[src/rtl/pll_phase_ctrl.sv]
`default_nettype none
// +----------------------------------------------------------------------------+
// | pll_phase_ctrl : PLL power-down/relock sequencer and phase-shift serialiser |
// | Rev 1.0                                                                    |
// +----------------------------------------------------------------------------+
module pll_phase_ctrl #(
    parameter int PD_HOLD    = 16,
    parameter int LOCK_WAIT  = 256,
    parameter int ROTATE_GAP = 4,
    parameter int STEP_W     = 8
) (
    input  logic              CLK,
    input  logic              RESET,
    input  logic              PLL_LOCK,
    input  logic              RESTART,
    input  logic              REQ_VALID,
    output logic              REQ_READY,
    input  logic [2:0]        REQ_SEL,
    input  logic              REQ_DIR,
    input  logic [STEP_W-1:0] REQ_STEPS,
    output logic              PLL_POWERDOWN_N,
    output logic              PHASE_OUT0_SEL,
    output logic              PHASE_OUT2_SEL,
    output logic              PHASE_OUT3_SEL,
    output logic              PHASE_DIRECTION,
    output logic              PHASE_ROTATE,
    output logic              LOAD_PHASE_N,
    output logic              PLL_READY,
    output logic              DONE,
    output logic              ERR
);

    localparam int CNT_MAX = (PD_HOLD > LOCK_WAIT)
                           ? ((PD_HOLD > ROTATE_GAP) ? PD_HOLD : ROTATE_GAP)
                           : ((LOCK_WAIT > ROTATE_GAP) ? LOCK_WAIT : ROTATE_GAP);
    localparam int CNT_W = (CNT_MAX > 1) ? $clog2(CNT_MAX) : 1;

    localparam logic [CNT_W-1:0]  PD_LAST   = CNT_W'(PD_HOLD - 1);
    localparam logic [CNT_W-1:0]  LOCK_LAST = CNT_W'(LOCK_WAIT - 1);
    localparam logic [CNT_W-1:0]  GAP_LAST  = CNT_W'(ROTATE_GAP - 2);
    localparam logic [CNT_W-1:0]  CNT_ONE   = CNT_W'(1);
    localparam logic [STEP_W-1:0] STEP_ONE  = STEP_W'(1);

    typedef enum logic [3:0] {
        S_PD        = 4'd0,
        S_WAIT_LOCK = 4'd1,
        S_STABLE    = 4'd2,
        S_IDLE      = 4'd3,
        S_SETUP     = 4'd4,
        S_ROT       = 4'd5,
        S_GAP       = 4'd6,
        S_LOAD      = 4'd7,
        S_FINISH    = 4'd8
    } state_t;

    state_t            state, state_nxt;
    logic [1:0]        lock_sync;
    logic              lock;
    logic [CNT_W-1:0]  cnt, cnt_nxt;
    logic [STEP_W-1:0] rem, rem_nxt;
    logic [2:0]        sel_q, sel_nxt;
    logic              dir_q, dir_nxt;
    logic              err_q, err_nxt;
    logic              shifting;

    assign lock = lock_sync[1];

    always_ff @(posedge CLK or posedge RESET) begin
        if (RESET) begin
            state     <= S_PD;
            lock_sync <= 2'b00;
            cnt       <= '0;
            rem       <= '0;
            sel_q     <= 3'b000;
            dir_q     <= 1'b0;
            err_q     <= 1'b0;
        end else begin
            state     <= state_nxt;
            lock_sync <= {lock_sync[0], PLL_LOCK};
            cnt       <= cnt_nxt;
            rem       <= rem_nxt;
            sel_q     <= sel_nxt;
            dir_q     <= dir_nxt;
            err_q     <= err_nxt;
        end
    end

    always_comb begin
        state_nxt = state;
        cnt_nxt   = cnt;
        rem_nxt   = rem;
        sel_nxt   = sel_q;
        dir_nxt   = dir_q;
        err_nxt   = 1'b0;
        case (state)
            S_PD: begin
                if (cnt == PD_LAST) begin
                    state_nxt = S_WAIT_LOCK;
                    cnt_nxt   = '0;
                end else begin
                    cnt_nxt = cnt + CNT_ONE;
                end
            end
            S_WAIT_LOCK: begin
                if (lock) begin
                    state_nxt = S_STABLE;
                    cnt_nxt   = '0;
                end
            end
            S_STABLE: begin
                if (!lock) begin
                    state_nxt = S_WAIT_LOCK;
                    cnt_nxt   = '0;
                end else if (cnt == LOCK_LAST) begin
                    state_nxt = S_IDLE;
                    cnt_nxt   = '0;
                end else begin
                    cnt_nxt = cnt + CNT_ONE;
                end
            end
            S_IDLE: begin
                // Restart beats everything; lock loss beats a new request.
                if (RESTART) begin
                    state_nxt = S_PD;
                    cnt_nxt   = '0;
                end else if (!lock) begin
                    state_nxt = S_WAIT_LOCK;
                end else if (REQ_VALID) begin
                    if (REQ_STEPS == '0 || REQ_SEL == 3'b000) begin
                        state_nxt = S_FINISH;
                    end else begin
                        sel_nxt   = REQ_SEL;
                        dir_nxt   = REQ_DIR;
                        rem_nxt   = REQ_STEPS;
                        state_nxt = S_SETUP;
                    end
                end
            end
            S_SETUP: begin
                if (!lock) begin
                    state_nxt = S_WAIT_LOCK;
                    err_nxt   = 1'b1;
                end else begin
                    state_nxt = S_ROT;
                end
            end
            S_ROT: begin
                if (!lock) begin
                    state_nxt = S_WAIT_LOCK;
                    err_nxt   = 1'b1;
                end else begin
                    rem_nxt   = rem - STEP_ONE;
                    cnt_nxt   = '0;
                    state_nxt = S_GAP;
                end
            end
            S_GAP: begin
                if (!lock) begin
                    state_nxt = S_WAIT_LOCK;
                    err_nxt   = 1'b1;
                end else if (cnt == GAP_LAST) begin
                    cnt_nxt   = '0;
                    state_nxt = (rem != '0) ? S_ROT : S_LOAD;
                end else begin
                    cnt_nxt = cnt + CNT_ONE;
                end
            end
            S_LOAD: begin
                if (!lock) begin
                    state_nxt = S_WAIT_LOCK;
                    err_nxt   = 1'b1;
                end else begin
                    state_nxt = S_FINISH;
                end
            end
            S_FINISH: begin
                state_nxt = lock ? S_IDLE : S_WAIT_LOCK;
            end
            default: begin
                state_nxt = S_PD;
                cnt_nxt   = '0;
            end
        endcase
    end

    // Phase pins are decoded from state so an async reset clears them at once.
    assign shifting        = (state == S_SETUP) || (state == S_ROT) ||
                             (state == S_GAP)   || (state == S_LOAD);
    assign PLL_POWERDOWN_N = (state != S_PD);
    assign PHASE_OUT0_SEL  = shifting & sel_q[0];
    assign PHASE_OUT2_SEL  = shifting & sel_q[1];
    assign PHASE_OUT3_SEL  = shifting & sel_q[2];
    assign PHASE_DIRECTION = shifting & dir_q;
    assign PHASE_ROTATE    = (state == S_ROT);
    assign LOAD_PHASE_N    = (state != S_LOAD);
    assign PLL_READY       = (state == S_IDLE) || shifting || (state == S_FINISH);
    assign REQ_READY       = (state == S_IDLE) && lock && !RESTART;
    assign DONE            = (state == S_FINISH);
    assign ERR             = err_q;

endmodule
`default_nettype wire
[config.mk]
export PLATFORM = sky130hd
export DESIGN_NAME = pll_phase_ctrl
export DESIGN_NICKNAME = d
export VERILOG_FILES = /design/src/rtl/pll_phase_ctrl.sv
export SDC_FILE = /design/constraint.sdc
export NUM_CORES = 1
export LEC_CHECK = 0
export BUFFER_PORTS_ARGS = -buffer_cell sky130_fd_sc_hd__buf_2
export CAP_MARGIN = 20
export CORE_MARGIN = 8
export CORE_UTILIZATION = 34
export CTS_CLUSTER_SIZE = 14
export DETAILED_ROUTE_END_ITERATION = 10
export HOLD_SLACK_MARGIN = 0.03
export PLACE_DENSITY = 0.6
export SLEW_MARGIN = 40
export SYNTH_ARGS = -nofsm -noshare
export SYNTH_HDL_FRONTEND = slang
export SYNTH_SLANG_ARGS = --single-unit
[constraint.sdc]
create_clock -name CLK -period 2.6 [get_ports CLK]
set_input_delay 0.26 -clock CLK [delete_from_list [all_inputs] [get_ports CLK]]
set_output_delay 0.26 -clock CLK [all_outputs]
set_load 0.05 [all_outputs]
==> flow_results.org, run 1 <==
** Status
- Status :: finished, final reports clean

** Placement
- Placer's final routability congestion estimate :: 0.810
- Placed standard-cell area :: 2060 sq um
- During placement, the flow inserted port buffers numbering 27.
- Hpwl dp :: 3160 um
- Post-Place Cells :: 285

** Yosys
- Register bit count reported by yosys :: 27
- Of the synthesized area, sequential elements account for 36.4%.
- In this run, synthesis inferred 0 flip-flops with an integrated enable.
- In this run the biggest area consumer among cell types represents 36.4% of the synthesized area.
- Post-Syn Nets :: 212
- Yosys attributes the largest share of cell area to dfrtp_1, nand2_1, nor4_4.
- Leading register cell type out of synthesis :: dfrtp_1
- In the synthesized netlist the async set-or-reset flop fraction comes to 100%.
- After technology mapping, the gate count stands at 191.
- Synth Warn # :: 0
- Netlist Area Pre-Place :: 1860 sq um
- Syn_area_per_cell :: 9.72 sq um
- Summed over all instances, the cell type with the most area after synthesis is dfrtp_1.
- Cell variety after synth :: 59

** Detailed routing
- Before antenna repair, the detailed router went through 4 iterations.
- DRC :: 0
- The detailed router placed 1,548 vias in this run.
- Post-detailed-route count of antenna-violating nets :: 0
- The first routing iteration left 81 violations.
- Average detailed-routed wire length per instance :: 14.6 um
- Final routed wirelength across all metal layers :: 4210 um
- After detailed routing, the number of vias per cell comes to 5.36.

** STA
- Setup violations remaining at the end of the flow were counted as 0.
- The clock arrives with 0.00873 ns of skew.
- Least-Margin Pin Slew :: 0.632 ns
- Dividing the final minimum period by the clock period gives 85.2%.
- Max-slew violations :: 0
- Hold is met by 0.0202 ns.
- For this run, the top clock speed supported by timing is 451 MHz.
- Setup repair after global routing left no endpoint under its margin.
- Setup TNS :: 0 ns
- Worst slew slack as a fraction of its limit :: 57.9%
- Post-route minimum period :: 2.22 ns
- Number of hold violations in the final report :: 0

** Run
- Across the run, the number of max-cap violations was 0.

** Final layout
- Number of nets in the layout :: 239
- 0 antenna diodes ended up in the layout.
- At the end of the flow the core is filled with cells to 38.9%.
- Number of filler cells placed in the layout :: 557
- The area growth from synthesis to layout is 13.3%.
- Layout Cells excl Fill :: 289
- Total non-filler cell area in the finished layout :: 2100 sq um
- Fraction of layout instances using a drive strength above 1 :: 28.1%

** Clocking
- Bufs on Longest Clock Path :: 2
- The later pin in the worst-skew pair is clocked with a latency of 0.28 ns.
- The number of gates resized after CTS was 0.
- TritonCTS built the clock tree.
- Post-CTS Setup Bufs :: 0
- Root buffer cell :: clkbuf_8
- Clock-pin transition on the worst setup and hold timing paths :: 0.10 ns
- In this run, CTS created clock tree buffers numbering 3.
- For this design, the CTS-stage hold fixing added 0 buffers.
- Number of clock sinks seen by CTS :: 27
- Number of levels the H-tree was split into :: 1

** Pwr
- The share of total power dissipated in combinational logic is 48.9%.
- In this run the power density over the cells is 914 nW/um^2.
- Across the VDD grid, the largest voltage drop is 0.300 mV.
- The analysis attributes to net switching a power of 0.874 mW.
- The clock network burns 13.0% of the power.
- Sequential cells burn 38.1% of the power.
- Static leakage :: 0.899 nW
- In this run switching power makes up 45.4% of total power.
- The internal portion of the total power is 1.05 mW.

** Setup path
- Cell class contributing the biggest share of worst-path delay :: flip-flops
- STA puts the critical path data required time at 2.34 ns.
- End of the critical path :: PHASE_OUT3_SEL
- Critical path's largest stage delay :: 0.76 ns
- Slowest CP cell :: dfrtp_1
- Data on the critical path arrives at its endpoint at 1.96 ns.
- The signal on the critical path passes through nor2b_1 > and2_1 > buf_2.
- The worst register-to-register path has a depth of 4.
- Critical register-to-register path startpoint :: state[0]
- STA classifies the critical path endpoint as a primary output.
- Critical Path Source Type :: flip-flop
- Reg2Reg Capture Point :: sel_q[0]
- The setup path with the least slack is of type flip-flop to primary output.
- CP Launch Point :: state[2]
- Total stage count of the critical path :: 3
- Buffers plus inverters on the worst setup path :: 1
- CP Max Fanout :: 19
- Minimum setup slack among reg-to-reg paths :: 0.44 ns

** Global route
- Number of antenna violations at the first check in global routing :: 0
- Vias in the first global route :: 1,509
- Global routing consumed, over all layers together, 10.4% of the routing resources.
- The first global-routing pass estimated 7110 um of wire.
- For this run the aggregate overflow at the end of global routing stands at 0.
- Maximum number of pins on one net before global-route repair :: 28

** Min path
- Tightest Hold Check Type :: input port to async pin

** Floorplanning
- The core region is 5410 sq um.
- Initial Util :: 34.4%
- DIE WIDTH :: 89.9 um
- Count of boundary I/O pins :: 28
- The die covers 8080 sq um.
- Number of placement rows :: 27
- The die is 89.9 um tall.
## cell usage after synthesis (all sizes together), types with 2 or more instances
cell type,instances
nor3,9
and2,5
nor4,6
ha,4
o21bai,7
nor2b,5
a22o,4
inv,8
a211oi,3
clkbuf,5
a31oi,3
or3,5
nand3,6
o21a,3
o41ai,2
buf,5
or3b,2
o22ai,2
o32ai,2
dfrtp,27
mux2,5
a21oi,8
nand2b,4
and3,4
o21ai,3
o31ai,2
nor2,10
o221a,2
nand2,23
nor4b,2
## sequential cells by signal, summed over array words and instances (netlist names)
signal and flops:
state 4, cnt 8, ERR 1, dir_q 1, rem 8, sel_q 3, lock_sync 2
## cell usage in the layout (no fill, tap or decap), types with 5 or more instances in the layout
cell and count:
a21oi_1 8, and2_1 5, buf_2 27, buf_4 5
dfrtp_1 27, inv_1 8, nand2_1 23, nand3_1 6
nor2_1 9, nor2b_1 5, nor3_1 8, o21bai_1 6
## routing by layer
| layer | part of all wire [%] | track usage (%) | up-vias |
|---|---|---|---|
| met2 | 48 | 17.2 | 24 |
| met1 | 48 | 13.3 | 753 |
| li1 | - | - | 766 |
| met4 | 1.4 | 4.02 | 0 |
| met5 | 0 | 0 | - |
| met3 | 3.4 | 1.66 | 5 |
## worst min-delay path, delay by kind of cell
kind                   cells  cell delay [ns]
buffers and inverters      3             0.46
## layout make-up
| class | instances | area (sq um) | area share, % |
|---|---|---|---|
| Tap cell | 72 | 90.1 | 4.28 |
| Clock buffer | 3 | 41.3 | 1.96 |
| Clock inverter | 1 | 5.00 | 0.238 |
| Timing Repair Buffer | 32 | 173 | 8.20 |
| Inverter | 8 | 30.0 | 1.43 |
| Multi-Input combinational cell | 146 | 1090 | 51.8 |
| Sequential cell | 27 | 676 | 32.1 |
## cell families (layout without fill, tap and decap cells)
kind of cell               after synthesis  count (layout)  synth area share [%]
buffers and inverters                   18              44                  5.26
and+or+nand+nor                         88              88                  30.5
muxes                                    5               5                  3.23
DFF                                     27              27                  36.4
adders and majority gates                4               4                  2.70
AOI/OAI and AO/OA                       49              49                  21.9
## worst min path at each step
stage                       startpoint           end  slack (ns)  depth (start not counted)
after floorplan               PLL_LOCK  lock_sync[0]        0.29                          0
after global placement    lock_sync[0]  lock_sync[1]        0.33                          0
after detailed placement         RESET      state[2]        0.34                          3
after CTS                        RESET  lock_sync[0]        0.03                          3
after global routing             RESET         dir_q        0.06                          3
final                            RESET        rem[6]        0.02                          3
## power groups by stage
stage / clock, mW / sequential, mW / combinational, mW
final: 0.249 / 0.733 / 0.941
after global routing: 0.269 / 0.758 / 1.04
after CTS: 0.256 / 0.728 / 0.949
after detailed placement: 0 / 0.738 / 0.945
after global placement: 0 / 0.734 / 0.929
after floorplan: 0 / 0.652 / 0.848
## per-stage QoR
step,setup slack (ns),power (mW)
finish,0.384,1.92
global route,0.262,2.06
global placement,0.502,1.66
floorplan,0.102,1.50
detailed placement,0.466,1.68
CTS,0.382,1.93
Power figures use the tool's default switching activity.
==> run 2, diff against run 1 <==
Clock period 2.6 ns to 2.21 ns, I/O delays scaled along.
==> flow_results.org, run 2 (synthesis results as in run 1) <==
** STA
- Worst slew slack as a fraction of its limit :: 68.6%
- Least-Margin Pin Slew :: 0.470 ns
- Setup repair after global routing left no endpoint under its margin.
- # setup viols final :: 0
- Setup TNS :: 0 ns
- The worst path uses 89.9% of the clock period.
- Top achievable clock speed :: 503 MHz
- The clock arrives with 0.00638 ns of skew.
- Max-slew violations :: 0
- The worst path needs 1.99 ns of the cycle, external delays included.
- Number of hold violations in the final report :: 0

** Clocking
- Post-CTS Setup Bufs :: 0
- Root buffer cell :: clkbuf_8
- Insertion delay to the later sink of the worst-skew pair :: 0.27 ns
- Number of clock sinks seen by CTS :: 27
- TritonCTS built the clock tree.
- CTS buffer count :: 3
- CTS built an H-tree with a depth of 1.
- Counting along the longest clock path gives a buffer depth of 2.
- After clock tree synthesis, the clock-pin slew on the worst setup and hold paths is 0.10 ns.

** Setup path
- Critical Path Source Type :: flip-flop
- Endpoint kind of the worst setup timing path :: flip-flop
- Minimum setup slack among reg-to-reg paths :: 0.22 ns
- The worst register-to-register path begins at state[3].
- The most critical setup path has its startpoint at state[3].
- Critical path class :: flip-flop to flip-flop
- Required time of the critical path :: 2.37 ns
- For the worst setup path, the data arrival time is 2.15 ns.
- The worst register-to-register path ends at state[1].
- Of all nets on the critical path, the largest fanout is 8.
- Worst Reg-to-Reg Cells :: 5

** Detailed routing
- Average vias per placed instance :: 5.17
- The routed design has 4350 um of wire.
- For this block, the initial DRC count from the detailed router was 72.
- Length of the first detailed-routing pass in iterations :: 4
- Post-detailed-route count of antenna-violating nets :: 0
- Dividing the detail-routed wire length by the instance count gives 14.5 um.
- For this run, design rule violations remaining after detail routing come to 0.
- Overall via count from detail_route :: 1,551

** Global route
- Vias in the first global route :: 1,502
- Gr ovfl total :: 0
- Number of antenna violations at the first check in global routing :: 0
- Total routing resource utilization after global routing :: 10.7%
- Maximum number of pins on one net before global-route repair :: 28
- The first global-routing pass estimated 7400 um of wire.

** Final layout
- Of the cells placed in the final design, the portion with a size suffix greater than 1 is 31.6%.
- The repair_antennas step left the layout with diodes totalling 0.
- The finished cells cover 2200 sq um.
- The library cells used most frequently in the layout, excluding fill and tap cells, are dfrtp_1, buf_2, nand2_1.
- Area added between synthesis and finish :: 18.5%
- In the final design database the tool counted 250 nets.
- In the final layout, the registers with the most flip-flops are cnt (8), rem (8), state (4).

** Floorplanning
- Number of placement rows :: 27
- Pin placement for this block handled 28 I/O pins.
- For this configuration, the core starts out at a cell density of 34.4%.
- The die covers 8080 sq um.
- In this run the standard cell core region covers 5410 sq um.
- Measured along the x axis, the die boundary spans 89.9 um.
- Die Y :: 89.9 um

** Pwr
- Maximum ir drop on the vdd rail :: 0.436 mV
- For this design the static power due to leakage is 0.955 nW.
- Power spread over the standard cell area amounts to 1050 nW/um^2.

** Status
- The run finished with clean final reports.

** Min path
- Along the worst hold path, the cell count comes to 1.
- In this run the most critical hold path is launched from PLL_LOCK.
- The worst hold path terminates at lock_sync[0].
- Tightest Hold Check Type :: input port to flip-flop

** Placement
- PortBufs :: 27
- Routability-driven placement finished with a final weighted congestion of 0.825.
- Hpwl dp :: 3430 um
- Placed standard-cell area :: 2140 sq um

** Run
- Count of max-cap constraint violations :: 0
-- run 2: changes by cell type in the layout (fill, tap and decap cells not counted), sizes merged --
cell,before,now
buf,32,42
dlygate4sd3,0,1
-- run 2: timing repair --
item                                    in CTS  in global routing
endpoints found under the setup margin       0                  4
gates resized for setup                      0                  1
hold buffers                                 1                  0
hold endpoints to repair                    27                  0
-- run 2: layer usage --
layer / global-route usage (%) / wire (um)
met1: 14.4 / 2100
met2: 17.1 / 1980
met3: 1.91 / 216
met4: 2.91 / 53
met5: 0 / 0
-- run 2: critical path, cell delays in order (launching register included) --
cell	delay, ns
dfrtp_1	0.46
or4_4	0.58
a41oi_2	0.25
nor3_4	0.12
o21bai_4	0.16
mux2_4	0.31
-- run 2: metrics by stage --
step	hold slack (ns)	total power, mW	util [%]	setup WS (ns)	std cells
2_1_floorplan	0.252	1.77	-	0.0179	191
5_1_grt	0.0339	2.50	40.7	0.113	300
3_3_place_gp	0.306	2.02	39.6	0.294	295
6_report	0.0478	2.31	40.7	0.223	300
3_5_place_dp	0.306	2.04	39.6	0.271	295
4_1_cts	0.0395	2.33	40.7	0.0593	300
-- run 2: area by class of cell --
class / count / area, sq um
well taps: 72 / 90.1
multi-input cells: 146 / 1100
flip-flops and latches: 27 / 676
repair buffers: 43 / 258
clock inverters: 1 / 5.00
fillers: 524 / 3200
clock buffers: 3 / 41.3
inverters: 8 / 30.0
-- run 2: how the worst max path moves through the flow --
stage,endpoint,slack (ns)
final,state[1],0.22
after global routing,state[1],0.11
after CTS,PHASE_OUT0_SEL,0.06
after detailed placement,state[1],0.27
after global placement,state[1],0.29
after floorplan,sel_q[0],0.02
-- run 2: power breakdown --
group	switching [mW]	internal [mW]
Sequential	0.156	0.647
Combinational	0.720	0.505
Clock	0.157	0.126
==> run 3, diff against run 2 <==
Settings changed: CORE_ASPECT_RATIO set to 0.7.
==> flow_results.org, run 3 (synthesis results as in run 1) <==
** Floorplanning
- Area of the placeable core :: 5260 sq um
- Measured along the y axis, the die boundary spans 77.8 um.
- Initial Util :: 35.3%
- The die is 104 um wide.
- The floorplan step defined a die boundary enclosing 8120 sq um.
- Number of placement rows :: 22
- Count of boundary I/O pins :: 28

** STA
- Top achievable clock speed :: 507 MHz
- Setup slack on the critical path of the routed design comes to 0.236 ns.
- The clock arrives with 0.00643 ns of skew.
- The number of pins exceeding their max-slew limit in the final report is 0.
- Setup repair after global routing left no endpoint under its margin.
- The worst pin sits at a relative slew slack of 69.6%.
- For the finished layout, the period the worst path requires is 1.97 ns.
- Post-Route Hold Slack :: 0.125 ns
- Least-Margin Pin Slew :: 0.452 ns
- # setup viols final :: 0
- The number of endpoints with negative hold slack in the final report was 0.
- Setup TNS :: 0 ns
- Dividing the final minimum period by the clock period gives 89.3%.

** Final layout
- Fraction of layout instances using a drive strength above 1 :: 30.8%
- The top cell types in the final layout, fill and taps aside, are buf_2, dfrtp_1, nand2_1.
- Area added between synthesis and finish :: 18.2%
- Commonest non-fill, non-tap cell in the layout :: buf_2
- Number of nets in the layout :: 249
- The repair_antennas step left the layout with diodes totalling 0.
- Largest registers in the final layout :: cnt (8), rem (8), state (4)
- Layout Cells excl Fill :: 299

** Pwr
- In this run the static leakage power is 0.947 nW.
- Across the VDD grid, the largest voltage drop is 0.353 mV.
- Power per unit of standard cell area :: 1060 nW/um^2
- Sequential cells account for 34.9% of the total power.
- Net switching is 44.7% of the power.
- Combinational cells account for 52.6% of the total power.
- For this design the total switching power over the nets is 1.04 mW.
- Internal power comes to 1.29 mW.
- Clock share of power :: 12.5%

** Setup path
- End of the critical path :: state[1]
- For the worst setup path, the data arrival time is 2.14 ns.
- Worst Reg-to-Reg Cells :: 6
- Endpoint kind of the worst setup timing path :: flip-flop
- STA puts the critical path data required time at 2.38 ns.
- CP Launch Point :: cnt[1]
- Minimum setup slack among reg-to-reg paths :: 0.24 ns
- Critical register-to-register path startpoint :: cnt[1]
- CP Max Fanout :: 8
- The critical path in this run is classified as flip-flop to flip-flop.
- Critical Path Source Type :: flip-flop
- Reg2Reg Capture Point :: state[1]

** Clocking
- Clock-pin transition on the worst setup and hold timing paths :: 0.09 ns
- Root buffer cell :: clkbuf_8
- The clock reaches the later pin of the worst-skew pair after 0.28 ns.
- The clock passes through at most 2 buffers.
- Clock tree from TritonCTS :: built
- Number of clock sinks seen by CTS :: 27
- Post-CTS Setup Bufs :: 0
- Number of levels the H-tree was split into :: 1
- Buffers inserted during clock tree synthesis total 3.

** Detailed routing
- Length of the first detailed-routing pass in iterations :: 4
- Initial DRC Count :: 63
- Final routed wirelength across all metal layers :: 4330 um
- Overall via count from detail_route :: 1,573
- Dividing the detail-routed wire length by the instance count gives 14.5 um.
- DRC :: 0
- Average vias per placed instance :: 5.26
- Post-detailed-route count of antenna-violating nets :: 0

** Global route
- The first global-routing pass estimated 7430 um of wire.
- Gr ovfl total :: 0
- Vias in the first global route :: 1,499
- Entering global routing, the biggest net connects 28 pins.
- In the global route stage, overall resource usage came out at 10.9%.
- The initial antenna violation count is 0.

** Placement
- In this run the tool buffered the top-level ports with 27 buffer cells.
- OpenSTA, run right after detailed placement, puts the worst setup slack at 0.246 ns.
- In this run, placement finished with an instance count of 293.
- Placer's final routability congestion estimate :: 0.765
- Hpwl dp :: 3400 um

** Run
- Across the run, the number of max-cap violations was 0.

** Min path
- Tightest Hold Check Type :: input port to flip-flop

** Status
- The run finished with clean final reports.
[run 3: cell types whose count changed in the layout (fill, tap and decap cells not counted)]
cell | before | now
dlygate4sd3_1 | 1 | 2
dfrtp_2 | 0 | 1
nor2b_2 | 1 | 0
buf_4 | 15 | 13
dfrtp_1 | 27 | 26
nor2b_1 | 4 | 5
[run 3: final cells by class]
class	instances	area [sq um]
well taps	72	90.1
flip-flops and latches	27	677
multi-input cells	146	1100
clock buffers	3	41.3
clock inverters	1	5.00
fillers	514	3060
inverters	8	30.0
repair buffers	42	253
[run 3: through the flow]
step | instance area, sq um | utilization [%] | total power [mW]
after floorplan | 1870 | - | 1.77
after global placement | 2130 | 40.5 | 2.03
after detailed placement | 2130 | 40.5 | 2.05
after CTS | 2180 | 41.5 | 2.35
after global routing | 2190 | 41.7 | 2.51
final | 2190 | 41.7 | 2.33
[run 3: layer usage]
metal | GRT usage, % | vias to the layer above | part of all wire, %
li1 | - | 783 | -
met1 | 16.1 | 749 | 51
met2 | 15.9 | 39 | 43
met3 | 1.98 | 2 | 5.0
met4 | 2.59 | 0 | 0.62
met5 | 0 | - | 0
[run 3: worst max-delay path: stages, from the launching register on]
cell and delay, ns:
dfrtp_1 0.42, ha_1 0.27, and3_2 0.26, a211oi_4 0.32, nor3_4 0.14, o21bai_4 0.16, mux2_4 0.31
[run 3: worst min-delay path by stage]
| stage | start | to | slack, ns | cells past startpoint |
|---|---|---|---|---|
| 4_1_cts | PLL_LOCK | lock_sync[0] | 0.03 | 1 |
| 3_3_place_gp | RESET | cnt[3] | 0.31 | 3 |
| 2_1_floorplan | PLL_LOCK | lock_sync[0] | 0.25 | 0 |
| 3_5_place_dp | RESET | cnt[3] | 0.31 | 3 |
| 6_report | REQ_DIR | dir_q | 0.13 | 3 |
| 5_1_grt | REQ_DIR | dir_q | 0.13 | 3 |
[run 3: power by group through the flow]
| stage | registers, mW | clock network [mW] | logic (mW) |
|---|---|---|---|
| after floorplan | 0.767 | 0 | 1.01 |
| after global placement | 0.812 | 0 | 1.22 |
| after detailed placement | 0.818 | 0 | 1.23 |
| after CTS | 0.808 | 0.306 | 1.23 |
| after global routing | 0.842 | 0.317 | 1.35 |
| final | 0.813 | 0.291 | 1.22 |
[run 3: repair_timing]
action,in CTS,in global routing
gates resized for setup,0,1
hold buffers,1,1
hold endpoints to repair,27,1
setup endpoints to repair,0,3
